## src/rtl/mem_port_arbiter.sv

```systemverilog
// mem_port_arbiter
// Arbitrates the single shared synchronous memory port between instruction
// fetch, data load/store and (optionally) a debug reader. Each access takes a
// grant cycle (IDLE, fields driven combinationally to the memory) followed by a
// WAIT cycle (read data returns); the requester's rvalid pulses one cycle later.
// Optional debug requester: define MEMARB_DEBUG_PORT_EN to build the g_* ports,
// the starvation counter and the forced-debug override.
module mem_port_arbiter #(
    parameter int AW = 10
`ifdef MEMARB_DEBUG_PORT_EN
    ,
    parameter int STARVE_LIMIT = 4
`endif
) (
    input  logic          clk,
    input  logic          rst,
    input  logic          f_req,
    input  logic [AW-1:0] f_addr,
    output logic          f_gnt,
    output logic          f_rvalid,
    input  logic          d_req,
    input  logic [AW-1:0] d_addr,
    input  logic          d_we,
    input  logic [31:0]   d_wdata,
    input  logic [1:0]    d_width,
    input  logic          d_sign,
    output logic          d_gnt,
    output logic          d_rvalid,
`ifdef MEMARB_DEBUG_PORT_EN
    input  logic          g_req,
    input  logic [AW-1:0] g_addr,
    output logic          g_gnt,
    output logic          g_rvalid,
`endif
    output logic [31:0]   rdata,
    output logic          busy,
    output logic [AW-1:0] mem_address,
    output logic [31:0]   mem_in,
    output logic          mem_wren,
    output logic [1:0]    mem_width,
    output logic          mem_sign,
    input  logic [31:0]   mem_out
);

    typedef enum logic {S_IDLE = 1'b0, S_WAIT = 1'b1} state_t;

    localparam logic [1:0] ID_FETCH   = 2'd0;
    localparam logic [1:0] ID_DATA    = 2'd1;
    localparam logic [1:0] ID_DEBUG   = 2'd2;
    localparam logic [1:0] WIDTH_WORD = 2'b10;

    state_t          state_reg, state_next;
    logic [1:0]      id_reg;
    logic [AW-1:0]   addr_reg;
    logic            store_reg;
    logic [1:0]      width_reg;
    logic            sign_reg;
    logic            f_rvalid_reg, d_rvalid_reg;
    logic [31:0]     rdata_reg;
    logic            win_f, win_d, win_g;
    logic            force_g;
    logic            g_req_int;
    logic [AW-1:0]   g_addr_int;

`ifdef MEMARB_DEBUG_PORT_EN
    logic [3:0]      starve_cnt_reg;
    logic            g_rvalid_reg;

    assign g_req_int  = g_req;
    assign g_addr_int = g_addr;
    // A debug request that has been denied STARVE_LIMIT times beats everyone.
    assign force_g    = g_req && (starve_cnt_reg == 4'(STARVE_LIMIT));
    assign g_gnt      = win_g;
    assign g_rvalid   = g_rvalid_reg;

    // Starvation counter: counts IDLE cycles where debug waited and lost.
    always_ff @(posedge clk or negedge rst) begin
        if (!rst) begin
            starve_cnt_reg <= 4'd0;
        end else if (win_g) begin
            starve_cnt_reg <= 4'd0;
        end else if (g_req && (win_d || win_f) && (starve_cnt_reg < 4'(STARVE_LIMIT))) begin
            starve_cnt_reg <= starve_cnt_reg + 4'd1;
        end
    end

    // Debug completion pulse, issued the cycle after WAIT.
    always_ff @(posedge clk or negedge rst) begin
        if (!rst) begin
            g_rvalid_reg <= 1'b0;
        end else begin
            g_rvalid_reg <= (state_reg == S_WAIT) && (id_reg == ID_DEBUG);
        end
    end
`else
    assign g_req_int  = 1'b0;
    assign g_addr_int = '0;
    assign force_g    = 1'b0;
`endif

    // Winner selection: only in IDLE, never while reset is asserted.
    always_comb begin
        win_f = 1'b0;
        win_d = 1'b0;
        win_g = 1'b0;
        if ((state_reg == S_IDLE) && rst) begin
            if (force_g) begin
                win_g = 1'b1;
            end else if (d_req) begin
                win_d = 1'b1;
            end else if (f_req) begin
                win_f = 1'b1;
            end else if (g_req_int) begin
                win_g = 1'b1;
            end
        end
    end

    // State register.
    always_ff @(posedge clk or negedge rst) begin
        if (!rst) begin
            state_reg <= S_IDLE;
        end else begin
            state_reg <= state_next;
        end
    end

    // Next state: any grant starts an access, WAIT always lasts one cycle.
    always_comb begin
        state_next = state_reg;
        case (state_reg)
            S_IDLE:  if (win_f || win_d || win_g) state_next = S_WAIT;
            S_WAIT:  state_next = S_IDLE;
            default: state_next = S_IDLE;
        endcase
    end

    // Outputs: grant cycle drives the winner's fields, WAIT replays the captured access.
    always_comb begin
        f_gnt       = win_f;
        d_gnt       = win_d;
        busy        = (state_reg == S_WAIT);
        mem_in      = d_wdata;
        mem_address = f_addr;
        mem_wren    = 1'b0;
        mem_width   = WIDTH_WORD;
        mem_sign    = 1'b0;
        if (state_reg == S_WAIT) begin
            mem_address = addr_reg;
            mem_width   = width_reg;
            mem_sign    = sign_reg;
        end else if (win_d) begin
            mem_address = d_addr;
            mem_wren    = d_we;
            mem_width   = d_width;
            mem_sign    = d_sign;
        end else if (win_g) begin
            mem_address = g_addr_int;
        end
    end

    // Capture the granted access so WAIT and completion know who owns the port.
    always_ff @(posedge clk or negedge rst) begin
        if (!rst) begin
            id_reg    <= ID_FETCH;
            addr_reg  <= '0;
            store_reg <= 1'b0;
            width_reg <= WIDTH_WORD;
            sign_reg  <= 1'b0;
        end else if (win_d) begin
            id_reg    <= ID_DATA;
            addr_reg  <= d_addr;
            store_reg <= d_we;
            width_reg <= d_width;
            sign_reg  <= d_sign;
        end else if (win_f) begin
            id_reg    <= ID_FETCH;
            addr_reg  <= f_addr;
            store_reg <= 1'b0;
            width_reg <= WIDTH_WORD;
            sign_reg  <= 1'b0;
        end else if (win_g) begin
            id_reg    <= ID_DEBUG;
            addr_reg  <= g_addr_int;
            store_reg <= 1'b0;
            width_reg <= WIDTH_WORD;
            sign_reg  <= 1'b0;
        end
    end

    // Completion: latch load data at the end of WAIT and pulse the owner's valid.
    always_ff @(posedge clk or negedge rst) begin
        if (!rst) begin
            f_rvalid_reg <= 1'b0;
            d_rvalid_reg <= 1'b0;
            rdata_reg    <= 32'd0;
        end else begin
            f_rvalid_reg <= (state_reg == S_WAIT) && (id_reg == ID_FETCH);
            d_rvalid_reg <= (state_reg == S_WAIT) && (id_reg == ID_DATA);
            if ((state_reg == S_WAIT) && !store_reg) begin
                rdata_reg <= mem_out;
            end
        end
    end

    assign f_rvalid = f_rvalid_reg;
    assign d_rvalid = d_rvalid_reg;
    assign rdata    = rdata_reg;

endmodule

```

## config.mk

```make
export PLATFORM = sky130hd
export DESIGN_NAME = mem_port_arbiter
export DESIGN_NICKNAME = d
export VERILOG_FILES = /design/src/rtl/mem_port_arbiter.sv
export SDC_FILE = /design/constraint.sdc
export NUM_CORES = 1
export LEC_CHECK = 0
export BUFFER_PORTS_ARGS = -buffer_cell sky130_fd_sc_hd__buf_2
export CORE_ASPECT_RATIO = 0.75
export CORE_UTILIZATION = 38
export DETAILED_ROUTE_END_ITERATION = 7
export PLACE_DENSITY = 0.88
export SLEW_MARGIN = 0
export SYNTH_ARGS = -nofsm -noshare
export SYNTH_HDL_FRONTEND = slang
export SYNTH_SLANG_ARGS = --single-unit
```

## constraint.sdc

```tcl
create_clock -name clk -period 1.2 [get_ports clk]
set_input_delay 0.24 -clock clk [delete_from_list [all_inputs] [get_ports clk]]
set_output_delay 0.24 -clock clk [all_outputs]
set_load 0.02 [all_outputs]
```

==> results of run 1 <==
through the flow:
stage                     setup slack, ns  power, uW  hold WS (ns)  util [%]
after floorplan                   -0.1338       3654      -0.05559         -
after global placement            -0.1483       4075       0.05684     48.65
after detailed placement          -0.1648       4127       0.06126     48.65
after CTS                         -0.3979       5475       0.05454     54.44
after global routing              -0.4536       5850       0.08174     56.90
final                             -0.4009       5549       0.06269     56.90
Yosys cell counts:
| library cell | count | share of area, % |
|---|---|---|
| a21o_1 | 2 | 0.57 |
| a21oi_1 | 4 | 0.76 |
| a221o_1 | 2 | 0.76 |
| a22o_1 | 4 | 1.3 |
| a22oi_1 | 8 | 2.3 |
| and2_1 | 2 | 0.47 |
| and2_4 | 1 | 0.33 |
| and2b_1 | 1 | 0.28 |
| and3_1 | 1 | 0.24 |
| buf_12 | 3 | 2.3 |
| buf_2 | 2 | 0.38 |
| buf_4 | 33 | 9.4 |
| buf_6 | 4 | 1.7 |
| clkbuf_1 | 3 | 0.43 |
| dfrtp_1 | 49 | 46 |
| dfstp_2 | 1 | 0.99 |
| inv_1 | 2 | 0.28 |
| mux2_2 | 2 | 0.85 |
| mux2_4 | 30 | 17 |
| mux2i_1 | 10 | 3.8 |
| nand2_1 | 12 | 1.7 |
| nand2b_1 | 2 | 0.47 |
| nand2b_4 | 1 | 0.52 |
| nand4b_1 | 2 | 0.66 |
| nor2b_1 | 2 | 0.47 |
| nor2b_4 | 1 | 0.52 |
| nor3_1 | 1 | 0.19 |
| o21ai_0 | 10 | 1.9 |
| o21ai_2 | 1 | 0.33 |
| o2bb2ai_1 | 8 | 2.7 |
kinds of logic after synthesis:
kind of cell | count (synthesis) | share of synthesized area [%]
AO/OA/AOI/OAI | 39 | 10.56
buffers and inverters | 47 | 14.45
flip-flops | 50 | 47.42
multiplexers | 42 | 21.70
AND/OR/NAND/NOR | 26 | 5.874
where the power goes:
| part | leakage (uW) | internal, uW | total [uW] | switching [uW] |
|---|---|---|---|---|
| Combinational | 0.00123 | 1100 | 2120 | 1020 |
| Sequential | 0.000597 | 2060 | 2280 | 221 |
| Clock | 0.0000524 | 624 | 1150 | 527 |
| Total | 0.00188 | 3780 | 5550 | 1770 |
per-layer routing:
layer	wire, um	vias to the layer above
li1	-	909
met1	2781	1009
met2	3189	98
met3	511	12
met4	36	0
met5	0	-
timing repair:
item,in CTS,in global routing
setup endpoints to repair,59,75
buffers inserted,6,6
resized for setup,33,36
hold buffers,3,0
endpoints found under the hold margin,1,0
cloned,4,0
pin swaps,2,9
how the worst min path moves through the flow:
stage	to	slack [ns]	cells past startpoint
finish	addr_reg[0]	0.06	2
global route	rdata[23]	0.08	2
CTS	addr_reg[0]	0.05	2
detailed placement	addr_reg[7]	0.06	1
global placement	addr_reg[7]	0.06	1
floorplan	addr_reg[0]	-0.06	0
final cells by class:
| cell class | count | share of cell area [%] |
|---|---|---|
| tap | 81 | 2.737 |
| clock buffer | 7 | 2.062 |
| clock inverter | 1 | 0.8111 |
| inverter | 2 | 0.2028 |
| sequential | 50 | 33.86 |
| multi-input combinational | 108 | 31.60 |
| timing repair buffer | 146 | 28.73 |
==> results.tsv, run 1 <==
metric	value	unit
path_cells	buf_12, buf_6, o21ai_2, buf_6	
worstSkewPairLatency	0.29	ns
die_w	98.27	um
clkTransAtPathRegs	0.09	ns
layout.cells.non_filler	395	
cpPeakStageDelay	0.47	ns
cts_tree	yes	
synth-seq-cells	50	
fmax	0.6246	GHz
tns	-13.57	ns
fin_area	0.003702	mm^2
endpoint	mem_address[7]	
fillers	533	
setup_ws	-0.4009	ns
top_usage_layer	met2	
grtUsageMet3	5.451	%
drive_gt1_share	68.79	%
setup_viol	52	
antenna_cells	0	
num_rows	25	
dieHeight	74.20	um
place_congestion	0.7803	
antenna_found_initial	0	
grt.met1_usage	21.83	%
vias_per_cell	5.134	
first_global_vias	1981	
hold_viol	0	
slew_viol_final	0	
worstSetupEndpointType	primary output	
clk_root_buffer_cell	clkbuf_8	
rsz0062_at_grt	yes	
synth_cell_types	30	
cp_common_cell	buf_6	
ir_drop	0.5975	mV
largest_reg_flops	32	
dieArea	0.007292	mm^2
start_util	40.60	%
final_cell_mix	buf_2, dfrtp_1, mux2_4	
grt_overflow	0	
crit_arrival	1.36	ns
grt_max_degree	32	
grt_pass1_wl	9597	um
core_area	0.006506	mm^2
timing.critical_path.from	busy	
cts_made_buffers	5	
yosysWarnings	0	
dp_hpwl	4202	um
r2r_setup_slack	-0.28	ns
finalClockSkew	0.001809	ns
drc_errors	7	
timing.max_slew.rel_slack	60.58	%
drt_pre_antenna_iters	6	
drt_iter0_drc	52	
wire_per_inst	16.50	um
grt_usage	16.82	%
cts.sinks	50	
ios	175	
routed_wl	6519	um
cts_htree_levels	2	
multi_input_area	0.001170	mm^2
nets	405	
leakage	0.001882	uW
crit_path_top_delay_cell	dfrtp_2	
cts_buffer_depth	2	
critPathBufInv	3	
maxCapViolations	0	
critPathKind	reg2out	
crit_cells	4	
synth_area	0.002641	mm^2
violations	DRC, setup timing	
timing.final.crit_period	1.601	ns
cpLargestDelayFamily	flip-flops	
synth_fp_nets	296	
critical_path.max_fanout	7	
seq_area	0.001254	mm^2
postSynthAreaPerCell	12.95	um^2
p_per_area	1499	mW/mm^2
synth_cells	204	
dp_cells	371	
hold_path_class	in2async	
min_period_over_period	133.4	%
io_buffer_count	110	
worstRegToRegCells	4	
met2_usage	27.78	%
ant_nets	0	
place_area	0.003166	mm^2
layout_commonest_cell	buf_2	
vias	2028	
cp.required	0.96	ns
r2r_end	rdata[1]	
seq_area_frac_synth	47.42	%
regToRegStartpoint	busy	
status	complete, but fails checks	
tightestPinTransition	0.5912	ns
syn2layout_area_growth	40.17	%
start_kind	register	
Note: power is estimated with default switching activity, not from simulation.
==> run 2, diff against run 1 <==
--- a/config.mk
+++ b/config.mk
@@ -10,6 +10,7 @@
 export CORE_UTILIZATION = 38
 export DETAILED_ROUTE_END_ITERATION = 7
 export PLACE_DENSITY = 0.88
+export RECOVER_POWER = 25
 export SLEW_MARGIN = 0
 export SYNTH_ARGS = -nofsm -noshare
 export SYNTH_HDL_FRONTEND = slang
==> run 2 against run 1 <==
  * The run still ends with DRC, setup timing left
  * Sequential power is essentially flat
  * Register-to-register slack hardly changed
  * Power about the same
  * Flip-flop and latch count stayed put
==> results.tsv, run 2 (synthesis results as in run 1) <==
metric	value	unit	change
antenna_found_initial	0		unchanged
clk_root_buffer_cell	clkbuf_8		
top_usage_layer	met2		
crit_arrival	1.37	ns	about the same
critPathKind	reg2out		
place_area	0.003166	mm^2	unchanged
met2_usage	27.78	%	unchanged
grt_pass1_wl	9597	um	unchanged
tightestPinTransition	0.7803	ns	+0.1891 ns
largest_reg_flops	32		unchanged
tns	-13.58	ns	-0.007500 ns
min_period_over_period	134.3	%	+0.88 points
start_kind	register		
routed_wl	6547	um	+0.43%
status	complete, but fails checks		
place_congestion	0.7803		unchanged
num_rows	25		unchanged
cp.required	0.96	ns	about the same
syn2layout_area_growth	40.03	%	
layout_commonest_cell	buf_2		
timing.max_slew.rel_slack	47.98	%	-13 points
fmax	0.6206	GHz	-0.65%
drive_gt1_share	68.47	%	-0.32 points
vias	2050		+1.1%
final_cell_mix	buf_2, dfrtp_1, mux2_4		
dp_slack	-0.1648	ns	unchanged
cts.sinks	50		unchanged
nets	405		unchanged
setup_ws	-0.4115	ns	-0.01055 ns
ir_drop	0.5968	mV	-0.13%
dieArea	0.007292	mm^2	unchanged
leakage	0.001879	uW	-0.18%
antenna_cells	0		unchanged
clkTransAtPathRegs	0.09	ns	about the same
io_buffer_count	110		unchanged
first_global_vias	1981		unchanged
dieHeight	74.20	um	unchanged
vias_per_cell	5.190		+1.1%
timing.final.crit_period	1.611	ns	+0.01055 ns
grt_usage	16.82	%	unchanged
wire_per_inst	16.57	um	+0.43%
die_w	98.27	um	unchanged
slew_viol_final	0		unchanged
cts_buffer_depth	2		unchanged
core_area	0.006506	mm^2	unchanged
drt_pre_antenna_iters	6		unchanged
fin_area	0.003699	mm^2	-0.10%
cts_made_buffers	5		unchanged
p_per_area	1500	mW/mm^2	about the same
rsz0062_at_grt	yes		
grt_overflow	0		unchanged
drt_iter0_drc	54		+3.8%
grt.met1_usage	21.83	%	unchanged
start_util	40.60	%	unchanged
grt_max_degree	32		unchanged
grtUsageMet3	5.451	%	unchanged
dp_hpwl	4202	um	unchanged
ios	175		unchanged
worstSkewPairLatency	0.29	ns	about the same
violations	DRC, setup timing		
ant_nets	0		unchanged
power.total	5548	uW	about the same
cts_tree	yes		
hold_path_class	in2reg		
drc_errors	7		unchanged
worstSetupEndpointType	primary output		
setup_viol	52		unchanged
maxCapViolations	0		unchanged
hold_viol	0		unchanged
cts_htree_levels	2		unchanged
finalClockSkew	0.001625	ns	-0.0001844 ns
critical_path.max_fanout	7		unchanged
-- run 2: metal layers --
layer | part of all wire (%) | vias to the layer above | routed length (um)
li1 | - | 908 | -
met1 | 43 | 1012 | 2839
met2 | 48 | 110 | 3160
met3 | 7.4 | 20 | 483
met4 | 0.96 | 0 | 63
met5 | 0 | - | 0
-- run 2: critical path: stages (launching register included) --
cell and delay, ns:
dfrtp_2 0.47, buf_12 0.16, buf_6 0.13, o21ai_2 0.16, buf_6 0.15
-- run 2: worst paths after layout --
path,from,to,slack [ns],cells after the start
max,busy,mem_address[7],-0.41,4
min,mem_out[27],rdata[27],0.17,2
max reg2reg,busy,rdata[1],-0.28,4
min reg2reg,id_reg[0],f_rvalid,0.46,1
max in group asynchronous,rst,rdata[2],0.30,3
min in group asynchronous,rst,addr_reg[0],0.34,2
-- run 2: where the power goes --
part / switching [uW] / internal (uW)
combinational: 1020 / 1090
sequential: 221 / 2060
clock: 526 / 624
total: 1770 / 3780
-- run 2: what timing repair did --
action,in CTS,in global routing
gates cloned,4,0
gates resized for setup,33,36
setup endpoints to repair,59,75
hold endpoints to repair,1,0
hold buffers,3,0
pin swaps,2,9
buffers inserted,6,6
-- run 2: through the flow --
stage / instances / util (%) / hold slack (ns)
4_1_cts: 391 / 54.44 / 0.05454
2_1_floorplan: 204 / - / -0.05559
6_report: 395 / 56.85 / 0.1722
3_3_place_gp: 371 / 48.65 / 0.05684
3_5_place_dp: 371 / 48.65 / 0.06126
5_1_grt: 395 / 56.85 / 0.1519
-- run 2: final cells by class --
class / count / area, um^2
Clock buffer: 7 / 76.32
Fill cell: 535 / 2808
Clock inverter: 1 / 30.03
Multi-Input combinational cell: 108 / 1170
Inverter: 2 / 7.507
Tap cell: 81 / 101.3
Sequential cell: 50 / 1254
Timing Repair Buffer: 146 / 1060
